===== src/rtl/if_stage.sv =====
// if_stage: instruction-fetch stage of the 5-stage pipeline.
//
// Owns the fetch PC and the IF/ID pipeline register. Fetches through a
// request/response instruction-memory handshake with variable latency and at
// most one request outstanding. A one-entry skid buffer holds a response that
// arrives while decode is stalled. Stall, flush and branch/jump redirect
// commands come from the hazard/branch logic.
//
// Ports:
//   clk            pipeline clock, rising edge
//   reset          asynchronous active-low reset
//   imem_req       fetch request valid (asserted only in REQ)
//   imem_addr      fetch address, equals pc_out
//   imem_ready     memory accepts the request this cycle
//   imem_rvalid    response data valid
//   imem_rdata     response instruction
//   stall          decode cannot accept; IF/ID holds
//   flush          invalidate IF/ID contents this cycle
//   redirect_valid branch/jump taken
//   redirect_pc    new fetch target (bits [1:0] forced to 0)
//   ifid_valid     IF/ID slot holds a live instruction
//   ifid_instr     instruction to decode (NOP_INSTR when empty)
//   ifid_pc        address of ifid_instr
//   ifid_pc_plus4  ifid_pc + 4
//   pc_out         current fetch PC, for debug
module if_stage #(
  parameter int unsigned       XLEN      = 32,
  parameter logic [XLEN-1:0]   RESET_PC  = '0,
  parameter logic [XLEN-1:0]   NOP_INSTR = '0
) (
  input  logic            clk,
  input  logic            reset,
  output logic            imem_req,
  output logic [XLEN-1:0] imem_addr,
  input  logic            imem_ready,
  input  logic            imem_rvalid,
  input  logic [XLEN-1:0] imem_rdata,
  input  logic            stall,
  input  logic            flush,
  input  logic            redirect_valid,
  input  logic [XLEN-1:0] redirect_pc,
  output logic            ifid_valid,
  output logic [XLEN-1:0] ifid_instr,
  output logic [XLEN-1:0] ifid_pc,
  output logic [XLEN-1:0] ifid_pc_plus4,
  output logic [XLEN-1:0] pc_out
);

  typedef enum logic [2:0] {
    S_IDLE,
    S_REQ,
    S_WAIT,
    S_HOLD,
    S_DROP
  } state_e;

  state_e          state_q, state_d;
  logic [XLEN-1:0] pc_q, pc_d;
  logic [XLEN-1:0] tag_q, tag_d;
  logic [XLEN-1:0] skid_instr_q, skid_instr_d;
  logic [XLEN-1:0] skid_pc_q, skid_pc_d;
  logic            ifid_valid_q, ifid_valid_d;
  logic [XLEN-1:0] ifid_instr_q, ifid_instr_d;
  logic [XLEN-1:0] ifid_pc_q, ifid_pc_d;
  logic [XLEN-1:0] ifid_pc_plus4_q, ifid_pc_plus4_d;

  logic            redir;
  logic [XLEN-1:0] redir_target;
  logic            load;
  logic [XLEN-1:0] load_instr;
  logic [XLEN-1:0] load_pc;

  assign redir        = redirect_valid && (state_q != S_IDLE);
  assign redir_target = redirect_pc & ~XLEN'(3);

  always_comb begin
    state_d      = state_q;
    pc_d         = pc_q;
    tag_d        = tag_q;
    skid_instr_d = skid_instr_q;
    skid_pc_d    = skid_pc_q;
    load         = 1'b0;
    load_instr   = imem_rdata;
    load_pc      = tag_q;

    unique case (state_q)
      S_IDLE: state_d = S_REQ;

      // The request in flight this cycle still carries the old pc even when
      // redirecting; if it gets accepted its response must be dropped.
      S_REQ: begin
        if (redirect_valid) begin
          pc_d = redir_target;
          if (imem_ready) state_d = S_DROP;
        end else if (imem_ready) begin
          tag_d   = pc_q;
          pc_d    = pc_q + XLEN'(4);
          state_d = S_WAIT;
        end
      end

      S_WAIT: begin
        if (redirect_valid) begin
          pc_d    = redir_target;
          state_d = imem_rvalid ? S_REQ : S_DROP;
        end else if (imem_rvalid) begin
          if (!stall) begin
            load    = 1'b1;
            state_d = S_REQ;
          end else begin
            skid_instr_d = imem_rdata;
            skid_pc_d    = tag_q;
            state_d      = S_HOLD;
          end
        end
      end

      S_HOLD: begin
        if (redirect_valid) begin
          pc_d    = redir_target;
          state_d = S_REQ;
        end else if (!stall) begin
          load       = 1'b1;
          load_instr = skid_instr_q;
          load_pc    = skid_pc_q;
          state_d    = S_REQ;
        end
      end

      S_DROP: begin
        if (redirect_valid) pc_d = redir_target;
        if (imem_rvalid)    state_d = S_REQ;
      end

      default: state_d = S_IDLE;
    endcase

    if (redir) begin
      skid_instr_d = '0;
      skid_pc_d    = '0;
    end
  end

  // IF/ID: flush/redirect kill the slot, stall holds it, otherwise it takes
  // the new instruction or becomes a bubble (pc fields keep their value).
  always_comb begin
    ifid_valid_d    = ifid_valid_q;
    ifid_instr_d    = ifid_instr_q;
    ifid_pc_d       = ifid_pc_q;
    ifid_pc_plus4_d = ifid_pc_plus4_q;
    if (flush || redir) begin
      ifid_valid_d = 1'b0;
      ifid_instr_d = NOP_INSTR;
    end else if (!stall) begin
      if (load) begin
        ifid_valid_d    = 1'b1;
        ifid_instr_d    = load_instr;
        ifid_pc_d       = load_pc;
        ifid_pc_plus4_d = load_pc + XLEN'(4);
      end else begin
        ifid_valid_d = 1'b0;
        ifid_instr_d = NOP_INSTR;
      end
    end
  end

  always_ff @(posedge clk or negedge reset) begin
    if (!reset) begin
      state_q         <= S_IDLE;
      pc_q            <= RESET_PC;
      tag_q           <= '0;
      skid_instr_q    <= '0;
      skid_pc_q       <= '0;
      ifid_valid_q    <= 1'b0;
      ifid_instr_q    <= NOP_INSTR;
      ifid_pc_q       <= '0;
      ifid_pc_plus4_q <= '0;
    end else begin
      state_q         <= state_d;
      pc_q            <= pc_d;
      tag_q           <= tag_d;
      skid_instr_q    <= skid_instr_d;
      skid_pc_q       <= skid_pc_d;
      ifid_valid_q    <= ifid_valid_d;
      ifid_instr_q    <= ifid_instr_d;
      ifid_pc_q       <= ifid_pc_d;
      ifid_pc_plus4_q <= ifid_pc_plus4_d;
    end
  end

  assign imem_req      = (state_q == S_REQ);
  assign imem_addr     = pc_q;
  assign pc_out        = pc_q;
  assign ifid_valid    = ifid_valid_q;
  assign ifid_instr    = ifid_instr_q;
  assign ifid_pc       = ifid_pc_q;
  assign ifid_pc_plus4 = ifid_pc_plus4_q;

endmodule


===== config.mk =====
export PLATFORM = sky130hd
export DESIGN_NAME = if_stage
export DESIGN_NICKNAME = d
export VERILOG_FILES = /design/src/rtl/if_stage.sv
export SDC_FILE = /design/constraint.sdc
export NUM_CORES = 1
export LEC_CHECK = 0
export ABC_CLOCK_PERIOD_IN_PS = 8650
export BUFFER_PORTS_ARGS = -buffer_cell sky130_fd_sc_hd__buf_2
export CAP_MARGIN = 0
export CORE_MARGIN = 8
export CORE_UTILIZATION = 45
export DETAILED_ROUTE_END_ITERATION = 10
export MAX_ROUTING_LAYER = met4
export PLACE_DENSITY_LB_ADDON = 0.15
export SLEW_MARGIN = 20
export SYNTH_ARGS = -nofsm -noshare
export SYNTH_HDL_FRONTEND = slang
export SYNTH_SLANG_ARGS = --single-unit

===== constraint.sdc =====
create_clock -name clk -period 8.65 [get_ports clk]
set_input_delay 1.73 -clock clk [delete_from_list [all_inputs] [get_ports clk]]
set_output_delay 1.73 -clock clk [all_outputs]
set_load 0.02 [all_outputs]

; ---- Yosys cells after proc, flatten, opt, wreduce, memory -nomap -nowiden
; Index checks and enable logic that the tools add are counted.
[totals]
ff_bits = 228
output_inout_bits = 162
wordCells = 81
[op_classes]
addsub = 2
eq_ne = 12
muxes = 40
bitwise_logic = 3
n_reduce_logical = 15
[op_table]
columns = op, count
row1 = two-way mux 32 bit, 20
row2 = adder 32 x 3 -> 32 bit (second input constant), 2
row3 = case mux 32 bit (2 select lines), 1
row4 = two-way mux 3 bit, 9
row5 = case mux 3 bit (5 select lines), 1
row6 = AND reduction 3 bit, 4
row7 = != test 2 x 1 -> 1 bit (second input constant), 4
row8 = AND reduction 4 bit, 2
row9 = nonzero test 2 bit, 4
row10 = two-way mux 1 bit, 7
row11 = == test 3 x 2 -> 1 bit (second input constant), 2
row12 = != test 3 bit (second input constant), 2
row13 = == test 3 x 1 -> 1 bit (second input constant), 1
row14 = == test 3 bit (second input constant), 1
row15 = logical NOT 3 bit, 1
row16 = != test 3 x 1 -> 1 bit (second input constant), 1
row17 = inverter 1 bit, 3
row18 = nonzero test 3 bit, 1
row19 = OR reduction 3 bit, 1
row20 = two-way mux 2 bit, 1
row21 = != test 2 bit (second input constant), 1
row22 = case mux 1 bit (2 select lines), 1
row23 = logical AND 1 bit, 1
row24 = logical OR 1 bit, 1

; ---- Longest topological paths before layout
; Gate-level depths: netlist of the first run.
[logic_depth]
word_depth = 7
mapped_depth = 15
depth_no_buf = 10

; ---- Least setup slack after synthesis of the first run
; OpenSTA, ideal clock, no wires.
[synth_path]
path_kind = input to register
start = input redirect_valid
end = register ifid_pc_plus4_q[24] (netlist: ifid_pc_plus4[24])
t_arrival_ns = 4.728
required_time_ns = 8.519
setup_slack_ns = 3.791
path_stages = 15
path_cell_list = buf_2 > and4bb_2 > buf_2 > nand2_1 > buf_2 > buf_2 > nand2_1 > nand2_1 > ha_1 > clkbuf_1 > nand2_1 > or4_1 > nor4_1 > or4_1 > nand3_1
[synth_via]
elab_cells_between_ends = 10
cone_classes = add/sub (1) / mux (5) / bitwise (1) / reduce/logical (3)
[synth_rtl]
columns = element, line_no
row1 = "start, declared", 40  ; input logic redirect_valid,
row2 = two-way mux 32 bit, 119  ; if (redirect_valid) begin
row3 = two-way mux 32 bit, 86  ; unique case (state_q)
row4 = named net load_pc[3], 71  ; logic [XLEN-1:0] load_pc;
row5 = adder 32 x 3 -> 32 bit, 159  ; ifid_pc_plus4_d = load_pc + XLEN'(4);
row6 = "end signal, assigned", 187  ; ifid_pc_plus4_q <= ifid_pc_plus4_d;
row7 = "end, declared", 65  ; logic [XLEN-1:0] ifid_pc_plus4_q, ifid_pc_plus4_d;
; The timed path passes the listed nets, and every way through them passes these cells.
; A chain may end at the register's enable or synchronous reset.

; ---- Worst setup path after layout of the first run
[layout_path]
start = input stall
end = register ifid_pc_plus4_q[28] (netlist: ifid_pc_plus4[28])
[layout_via]
elab_cells_between_ends = 11
cone_classes = add/sub (1) / mux (8) / bitwise (1) / reduce/logical (1)
[layout_rtl]
columns = element, line_no
row1 = "start, declared", 38  ; input logic stall,
row2 = two-way mux 32 bit, n/a
row3 = two-way mux 32 bit, 119
row4 = two-way mux 32 bit, 86
row5 = named net load_pc[3], 71
row6 = adder 32 x 3 -> 32 bit, 159
; The timed path passes the listed nets, and every way through them passes these cells.

==> results.txt, run 1 <==
----------------------------------------------------
[Status]
  Run status ... completed

[Global routing]
  Sum of overflow across all layers after global routing ... 0
  First-pass GRT wire length ... between 50 and 60 mm
  Initial antenna violation count ... 3
  Vias in the first global route ... 9,224
  Pin count of the biggest net entering global routing ... 106
  Overall track demand over capacity in global routing ... 0.208

[Route]
  Metal-1 WL ... 15.5 mm
  Total wire length after detailed routing ... 30.8 mm
  Met2 Routed Length ... about 13 mm
  Remaining antenna violation count ... 0
  Vias per std cell ... 5.82
  Met3 wirelength from detailed routing ... 2.04 mm
  Wire length per cell after detailed routing ... roughly 19 um
  Top Metal Used ... met4
  Vias post-DR ... 9,331
  Number of iterations in the first detailed-routing pass ... 5
  First DRT Iteration DRCs ... 654
  DRC violation count after routing ... 0

[STA]
  Min cycle time layout ... just over 5000 ps
  Transition time at the pin with the least slew margin ... approximately 880 ps
  Share of the cycle needed by the critical path after routing ... 0.601
  Hold Vio Cnt, Final ... 0
  Final count of negative-setup-slack endpoints ... 0
  Final hold slack ... ~470 ps
  Max-slew headroom at the worst pin ... 0.411
  Slack of the critical path ... 3450 ps
  Achievable Freq ... 0.192 GHz
  Skew final ... between 8 and 9 ps
  TNS Setup ... 0 ps
  Unrepaired setup endpoints after global routing ... no
  Number of max-slew violations in the final report ... 0

[Clocking]
  CTS Buf Count ... 25
  Maximum level of the CTS H-tree ... 1
  Resize count post-CTS ... 0
  Root buffer selected by CTS ... clkbuf_16
  TritonCTS clock tree ... yes
  Reg clk slew, reported paths ... 60 ps
  Clk_lat worst skew ... 510 ps
  Setup fix buffers added after clock tree synthesis ... 0
  Total of hold buffers inserted after clock tree synthesis ... 0
  CTS Sinks ... 222
  Buffer depth of the longest clock path ... 3

[Final layout]
  Syn-to-layout area delta ... 17.1%
  Net count, final ... 1,334
  Seq. cell area ... roughly 0.0056 mm2
  Commonest non-fill, non-tap cell in the layout ... buf_2
  Layout cells sized above 1 ... 0.253
  Area of the multi-input gates ... just under 0.005 mm2
  Fill cell instance count of the final layout ... 2,277
  Most frequent cells in the layout ... 225 x buf_2, 222 x dfrtp_1, 136 x nand2_1, 95 x o21ai_0, 66 x a22o_1

[Critical path]
  Data arrival time of the critical path ... between 5000 and 6000 ps
  Max Fanout on Critical Path ... 29
  Endpoint kind of the worst setup timing path ... flip-flop
  Critical Path RT ... ~9000 ps
  Reg-to-reg startpoint ... state_q[2]
  Kind of start point of the critical path ... input port
  Number of cells on the worst reg-to-reg path ... 11
  Critical Path Source ... stall
  CP Class ... input port to flip-flop

[Floorplan]
  Number of rows created at floorplan ... 57
  I/O pin total ... 233
  Total Die Area ... 0.0298 mm2
  Effective utilization at floorplan ... 0.456
  Chip Width ... ~170 um
  Placeable core region ... ~0.024 mm2
  Die height ... 173 um

[Logic synthesis]
  Number of synthesized flops with an enable pin ... 0
  Most common flop cell mapped by yosys ... dfrtp_1
  Proportion of synthesized chip area in sequential cells ... 0.503
  Register bit count reported by yosys ... 222
  Average cell area after synthesis ... 9.97 um2
  Most area-hungry cell type in the Yosys netlist ... dfrtp_1
  Post-synth ARST share ... 1.00
  Syn Inst Count ... between 1,000 and 1,500
  Yosys warning count ... 0
  Cell area after synthesis ... 0.0110 mm2
  Top post-synthesis cells by area ... dfrtp_1 50%, a22o_1 5.2%, nand2_1 4.6%
  Netlist cell types ... between 60 and 70
  Area share of the leading cell type in the synthesized netlist ... 0.503

[Power]
  Pwr dens ... 340 mW/mm2
  Worst IR drop on VDD ... roughly 0.22 mV
  Switch share ... 0.422
  Power share of the clock group ... 0.224
  Internal Power ... 2.54 mW
  Logic gate share of total power ... 0.388
  Static power due to leakage ... 6.01 nW
  Sequential group share of total power ... 0.388
  Net switching power ... 1.86 mW

[Worst hold path]
  Beginning of the worst hold path ... ifid_pc[14]
  Worst hold path type ... flip-flop to flip-flop
  Hold depth ... 2

[Job]
  Max-cap viol count ... 0

[Place]
  HPWL reported at the end of detailed placement ... 20.8 mm
  Worst slack at placement ... 2900 ps
  Number of port buffers ... 226
  RD Place Congestion ... 0.869

----------------------------------------------------
flip-flops by register name (all words and copies together), names as in the netlist:
| register | cells |
|---|---|
| tag_q | 30 |
| skid_instr_q | 32 |
| ifid_pc | 32 |
| skid_pc_q | 32 |
| state_q | 3 |
| ifid_pc_plus4 | 30 |
| ifid_valid | 1 |
| imem_addr | 30 |
| ifid_instr | 32 |
per-layer routing:
layer / GRT usage / vias up
li1: - / 4380
met1: 0.315 / 4524
met2: 0.283 / 383
met3: 0.0353 / 44
met4: 0.0492 / 0
met5: - / -
synthesized netlist by cell type (5+ instances only):
| master | instances |
|---|---|
| a211o_1 | 6 |
| a211oi_1 | 10 |
| a21oi_1 | 45 |
| a22o_1 | 66 |
| a22oi_1 | 7 |
| a2bb2oi_1 | 14 |
| a31oi_1 | 10 |
| and2_1 | 9 |
| and3_1 | 23 |
| buf_2 | 17 |
| buf_4 | 36 |
| clkbuf_1 | 64 |
| dfrtp_1 | 222 |
| inv_1 | 14 |
| mux2_2 | 30 |
| mux2i_1 | 46 |
| nand2_1 | 136 |
| nand3_1 | 45 |
| nand4_1 | 30 |
| nor2_1 | 32 |
| nor3_1 | 13 |
| nor4_1 | 6 |
| o2111ai_1 | 6 |
| o211ai_1 | 11 |
| o21ai_0 | 96 |
| o22ai_1 | 14 |
| or4_1 | 10 |
| xnor2_1 | 8 |
| xor2_1 | 5 |
cells by family after synthesis:
group / synth area share
AND/OR/NAND/NOR: 0.148
XOR/XNOR: 0.0103
multiplexers: 0.0723
flip-flops: 0.503
adder cells (fa/ha/maj): 0.00226
buffers and inverters: 0.0607
other: 0.000339
AO/OA/AOI/OAI: 0.203
worst paths after layout:
kind,end,slack (ps)
setup / recovery,ifid_pc_plus4[28],3450
hold / removal,ifid_pc[14],470
setup reg to reg,ifid_pc_plus4[28],4360
hold reg to reg,ifid_pc[14],470
max in group asynchronous,ifid_pc_plus4[6],6030
min in group asynchronous,ifid_instr[28],1210
power groups by stage:
stage	Clock (mW)	Sequential, mW	Combinational, mW
2_1_floorplan	0	1.83	1.04
5_1_grt	1.05	1.76	1.87
6_report	0.987	1.70	1.71
3_3_place_gp	0	1.71	1.70
4_1_cts	1.01	1.70	1.72
3_5_place_dp	0	1.72	1.72
critical path, cell delays in order:
cell	delay [ps]
buf_2	440
inv_1	110
nand2_1	530
buf_4	450
nand2_1	100
nand2_1	90
ha_1	350
nand2_1	130
or4_1	630
nor3_1	710
or4_1	210
nand3_1	80
stage by stage:
| step | power [mW] | std cells | util | cell area, um2 |
|---|---|---|---|---|
| detailed placement | 3.44 | 1558 | 0.502 | 12200 |
| floorplan | 2.87 | 1111 | - | 11100 |
| CTS | 4.44 | 1600 | 0.533 | 12900 |
| finish | 4.40 | 1603 | 0.533 | 12900 |
| global placement | 3.41 | 1558 | 0.502 | 12200 |
| global route | 4.69 | 1603 | 0.533 | 12900 |
layout make-up:
type                            count  area share
Tap cell                          324      0.0313
Inverter                           14     0.00406
Sequential cell                   222       0.430
Clock inverter                      4     0.00155
Timing Repair Buffer              244      0.0987
Multi-Input combinational cell    754       0.377
Clock buffer                       38      0.0568
Antenna cell                        3    0.000580
(Power assumes the default switching activity.)
==> run 2: changes to the inputs <==
--- a/config.mk
+++ b/config.mk
@@ -5,7 +5,8 @@
 export SDC_FILE = /design/constraint.sdc
 export NUM_CORES = 1
 export LEC_CHECK = 0
-export ABC_CLOCK_PERIOD_IN_PS = 8650
+export ABC_AREA = 1
+export ABC_CLOCK_PERIOD_IN_PS = 5400
 export BUFFER_PORTS_ARGS = -buffer_cell sky130_fd_sc_hd__buf_2
 export CAP_MARGIN = 0
 export CORE_MARGIN = 8
==> constraint.sdc (replaced) <==
create_clock -name clk -period 5.4 [get_ports clk]
set_input_delay 1.08 -clock clk [delete_from_list [all_inputs] [get_ports clk]]
set_output_delay 1.08 -clock clk [all_outputs]
set_load 0.02 [all_outputs]
==> run 2 against run 1 <==
Against the previous run: clock-buffer cell count down 1; first-iteration DRC count is 52% higher; register-to-register slack lost 2000 ps; sequential power is 49% higher; critical path type unchanged; die area up 7.0%; clock power rose by 79%.
==> results.txt, run 2 <==
----------------------------------------------------
[Worst hold path]
  Hold depth ... 2 (unchanged)
  Worst hold path type ... flip-flop to flip-flop

[Logic synthesis]
  Top cells by instance count after synthesis ... 409 x nand2_1, 222 x dfrtp_1, 214 x o21ai_0
  Most area-hungry cell type in the Yosys netlist ... dfrtp_1
  Top post-synthesis cells by area ... dfrtp_1 47%, nand2_1 13%, o21ai_0 9.0%
  Syn Inst Count ... 1,586 (+43%)
  Most numerous cell in the Yosys netlist ... nand2_1
  Register bit count reported by yosys ... 222 (unchanged)
  Cell area after synthesis ... 0.0119 mm2 (+7.7%)
  Post-synth ARST share ... 1.00 (unchanged)
  Average cell area after synthesis ... 7.50 um2 (-25%)
  Netlist cell types ... 41 (-36%)
  Yosys warning count ... 0 (unchanged)
  Number of synthesized flops with an enable pin ... 0 (unchanged)
  Most common flop cell mapped by yosys ... dfrtp_1
  Area share of the leading cell type in the synthesized netlist ... 0.467 (-0.0360)
  Proportion of synthesized chip area in sequential cells ... 0.467 (-0.0360)

[STA]
  Share of the cycle needed by the critical path after routing ... 0.587
  Min cycle time layout ... 3170 ps
  Skew final ... 30.4 ps (+21.5 ps)
  Final hold slack ... 465 ps (-2.62 ps)
  Final count of negative-setup-slack endpoints ... 0 (unchanged)
  TNS Setup ... 0 ps (unchanged)
  Number of max-slew violations in the final report ... 0 (unchanged)
  Slack of the critical path ... 2230 ps (-1220 ps)
  Unrepaired setup endpoints after global routing ... no
  Max-slew headroom at the worst pin ... 0.349 (-0.0618)
  Hold Vio Cnt, Final ... 0 (unchanged)
  Transition time at the pin with the least slew margin ... 973 ps (+90.3 ps)
  Achievable Freq ... roughly 0.32 GHz

[Power]
  Worst IR drop on VDD ... 0.289 mV (+30%)
  Internal Power ... 4.10 mW (+62%)
  Logic gate share of total power ... 0.415 (+0.027)
  Power share of the clock group ... 0.240 (+0.016)
  Switch share ... 0.443 (+0.0207)
  Sequential group share of total power ... 0.344 (-0.044)
  Pwr dens ... 533 mW/mm2 (+57%)
  Static power due to leakage ... 7.17 nW (+19%)
  Net switching power ... 3.27 mW (+76%)
  Total power ... 7.37 mW (+68%)

[Clocking]
  Clk_lat worst skew ... 530 ps (+20 ps)
  TritonCTS clock tree ... yes
  CTS Buf Count ... 26 (+4.0%)
  Root buffer selected by CTS ... clkbuf_16
  Total of hold buffers inserted after clock tree synthesis ... 0 (unchanged)
  Resize count post-CTS ... 0 (unchanged)
  Buffer depth of the longest clock path ... 3 (unchanged)
  Maximum level of the CTS H-tree ... 1 (unchanged)
  Setup fix buffers added after clock tree synthesis ... 0 (unchanged)
  Reg clk slew, reported paths ... 60 ps (about the same)
  CTS Sinks ... 222 (unchanged)

[Floorplan]
  Placeable core region ... 0.0260 mm2 (+7.2%)
  Total Die Area ... 0.0319 mm2 (+7.0%)
  I/O pin total ... 233 (unchanged)
  Number of rows created at floorplan ... 59 (+3.5%)
  Effective utilization at floorplan ... 0.458 (+0.00230)
  Die height ... 179 um (+3.4%)
  Chip Width ... 179 um (+3.4%)

[Route]
  Met3 wirelength from detailed routing ... 2.30 mm (+13%)
  Remaining antenna violation count ... 0 (unchanged)
  Metal-1 WL ... 15.9 mm (+2.3%)
  First DRT Iteration DRCs ... 996 (+52%)
  Vias post-DR ... 10,826 (+16%)
  Top Metal Used ... met4
  Total wire length after detailed routing ... 32.4 mm (+5.1%)
  Wire length per cell after detailed routing ... 15.5 um (-19%)
  Vias per std cell ... 5.18 (-11%)
  Met2 Routed Length ... 13.8 mm (+8.1%)
  DRC violation count after routing ... 0 (unchanged)
  Number of iterations in the first detailed-routing pass ... 5 (unchanged)

[Critical path]
  Max Fanout on Critical Path ... 69 (+140%)
  Critical Path Source ... stall
  Worst path cell trace ... buf_4 -> buf_4 -> o21ai_0 -> nand2_1 -> o21ai_1 -> ha_1 -> nand2_1 -> nor2_4 -> nand2_1 -> nor2_2 -> nand2_1 -> inv_2 -> nand3_1 -> nand3_1
  Setup crit end ... ifid_pc_plus4[24]
  Endpoint kind of the worst setup timing path ... flip-flop
  Critical path depth ... 14 (+2)
  Kind of start point of the critical path ... input port
  Number of cells on the worst reg-to-reg path ... 10 (-1)
  CP Class ... input port to flip-flop
  Buf+Inv Stages, Crit Path ... 3 (unchanged)
  Critical Path RT ... 5810 ps (-3220 ps)
  Register-to-register setup slack ... 2390 ps (-1970 ps)
  Category of cells accounting for the largest share of critical-path delay ... buffers and inverters
  Reg-to-reg startpoint ... state_q[2]
  Standard cell with the maximum stage delay on the critical path ... buf_4
  Data arrival time of the critical path ... 3590 ps (-1990 ps)
  Dominant cell type by count on the critical path ... nand2_1
  Capturing point of the worst reg2reg path ... skid_pc_q[27]
  Largest stage delay, worst path ... 560 ps (-150 ps)

[Final layout]
  Syn-to-layout area delta ... 16.1%
  Most frequent cells in the layout ... 408 x nand2_1, 224 x buf_2, 222 x dfrtp_1, 214 x o21ai_0, 155 x inv_1
  Finished Core Util ... 0.532 (-0.00180)
  Commonest non-fill, non-tap cell in the layout ... nand2_1
  Layout cells sized above 1 ... 0.198 (-0.0547)
  Net count, final ... 1,808 (+36%)

[Global routing]
  Initial antenna violation count ... 2 (-1)
  Overall track demand over capacity in global routing ... 0.204 (-0.00400)
  First-pass GRT wire length ... 52.2 mm (+2.3%)
  Sum of overflow across all layers after global routing ... 0 (unchanged)
  Pin count of the biggest net entering global routing ... 86 (-19%)
  Vias in the first global route ... 10,028 (+8.7%)

[Place]
  Worst slack at placement ... 1680 ps (-1210 ps)
  RD Place Congestion ... 0.871 (+0.23%)
  Number of port buffers ... 226 (unchanged)
  HPWL reported at the end of detailed placement ... 22.3 mm (+7.5%)

[Status]
  Run status ... completed

[Job]
  Max-cap viol count ... 0 (unchanged)

----------------------------------------------------
[run 2: per-layer routing]
metal	vias to the layer above	track usage
met4	0	0.0365
met1	5024	0.304
met3	32	0.0296
met2	363	0.291
li1	5407	-
met5	-	-
[run 2: metrics by stage]
stage	cells	area (um2)
4_1_cts	2089	13800
5_1_grt	2091	13800
6_report	2091	13800
3_3_place_gp	2042	12900
3_5_place_dp	2042	12900
2_1_floorplan	1589	11900
[run 2: power by group through the flow]
stage	combinational [mW]	clock, mW	sequential, mW
after floorplan	1.99	0	2.76
after global placement	3.02	0	2.55
after detailed placement	3.07	0	2.56
after CTS	3.08	1.82	2.54
after global routing	3.42	1.88	2.61
final	3.06	1.77	2.54
[run 2: how the worst min path moves through the flow]
stage / startpoint / end
2_1_floorplan: tag_q[15] / tag_q[15]
3_3_place_gp: ifid_pc[7] / ifid_pc[7]
3_5_place_dp: ifid_pc[13] / ifid_pc[13]
4_1_cts: ifid_pc[13] / ifid_pc[13]
5_1_grt: ifid_pc_plus4[26] / ifid_pc_plus4[26]
6_report: ifid_pc[13] / ifid_pc[13]
[run 2: kinds of logic after synthesis]
logic type | after synthesis | synth area share
other | 1 | 0.000315
and+or+nand+nor | 765 | 0.279
AOI/OAI and AO/OA | 300 | 0.137
adders and majority gates | 2 | 0.00210
xor gates and xnor gates | 7 | 0.00515
DFF | 222 | 0.467
buffers and inverters | 289 | 0.110
[run 2: area by class of cell]
class | instances | area (um2)
fillers | 2589 | 12200
diodes | 2 | 5.00
multi-input cells | 1078 | 5080
flip-flops and latches | 222 | 5560
well taps | 335 | 419
clock buffers | 37 | 763
repair buffers | 235 | 1240
clock inverters | 10 | 106
inverters | 172 | 647
[run 2: worst min-delay path, delay by kind of cell, from the launching register on]
kind	cells	cell delay, ps
flip-flops	1	340
AND/OR/NAND/NOR	2	90
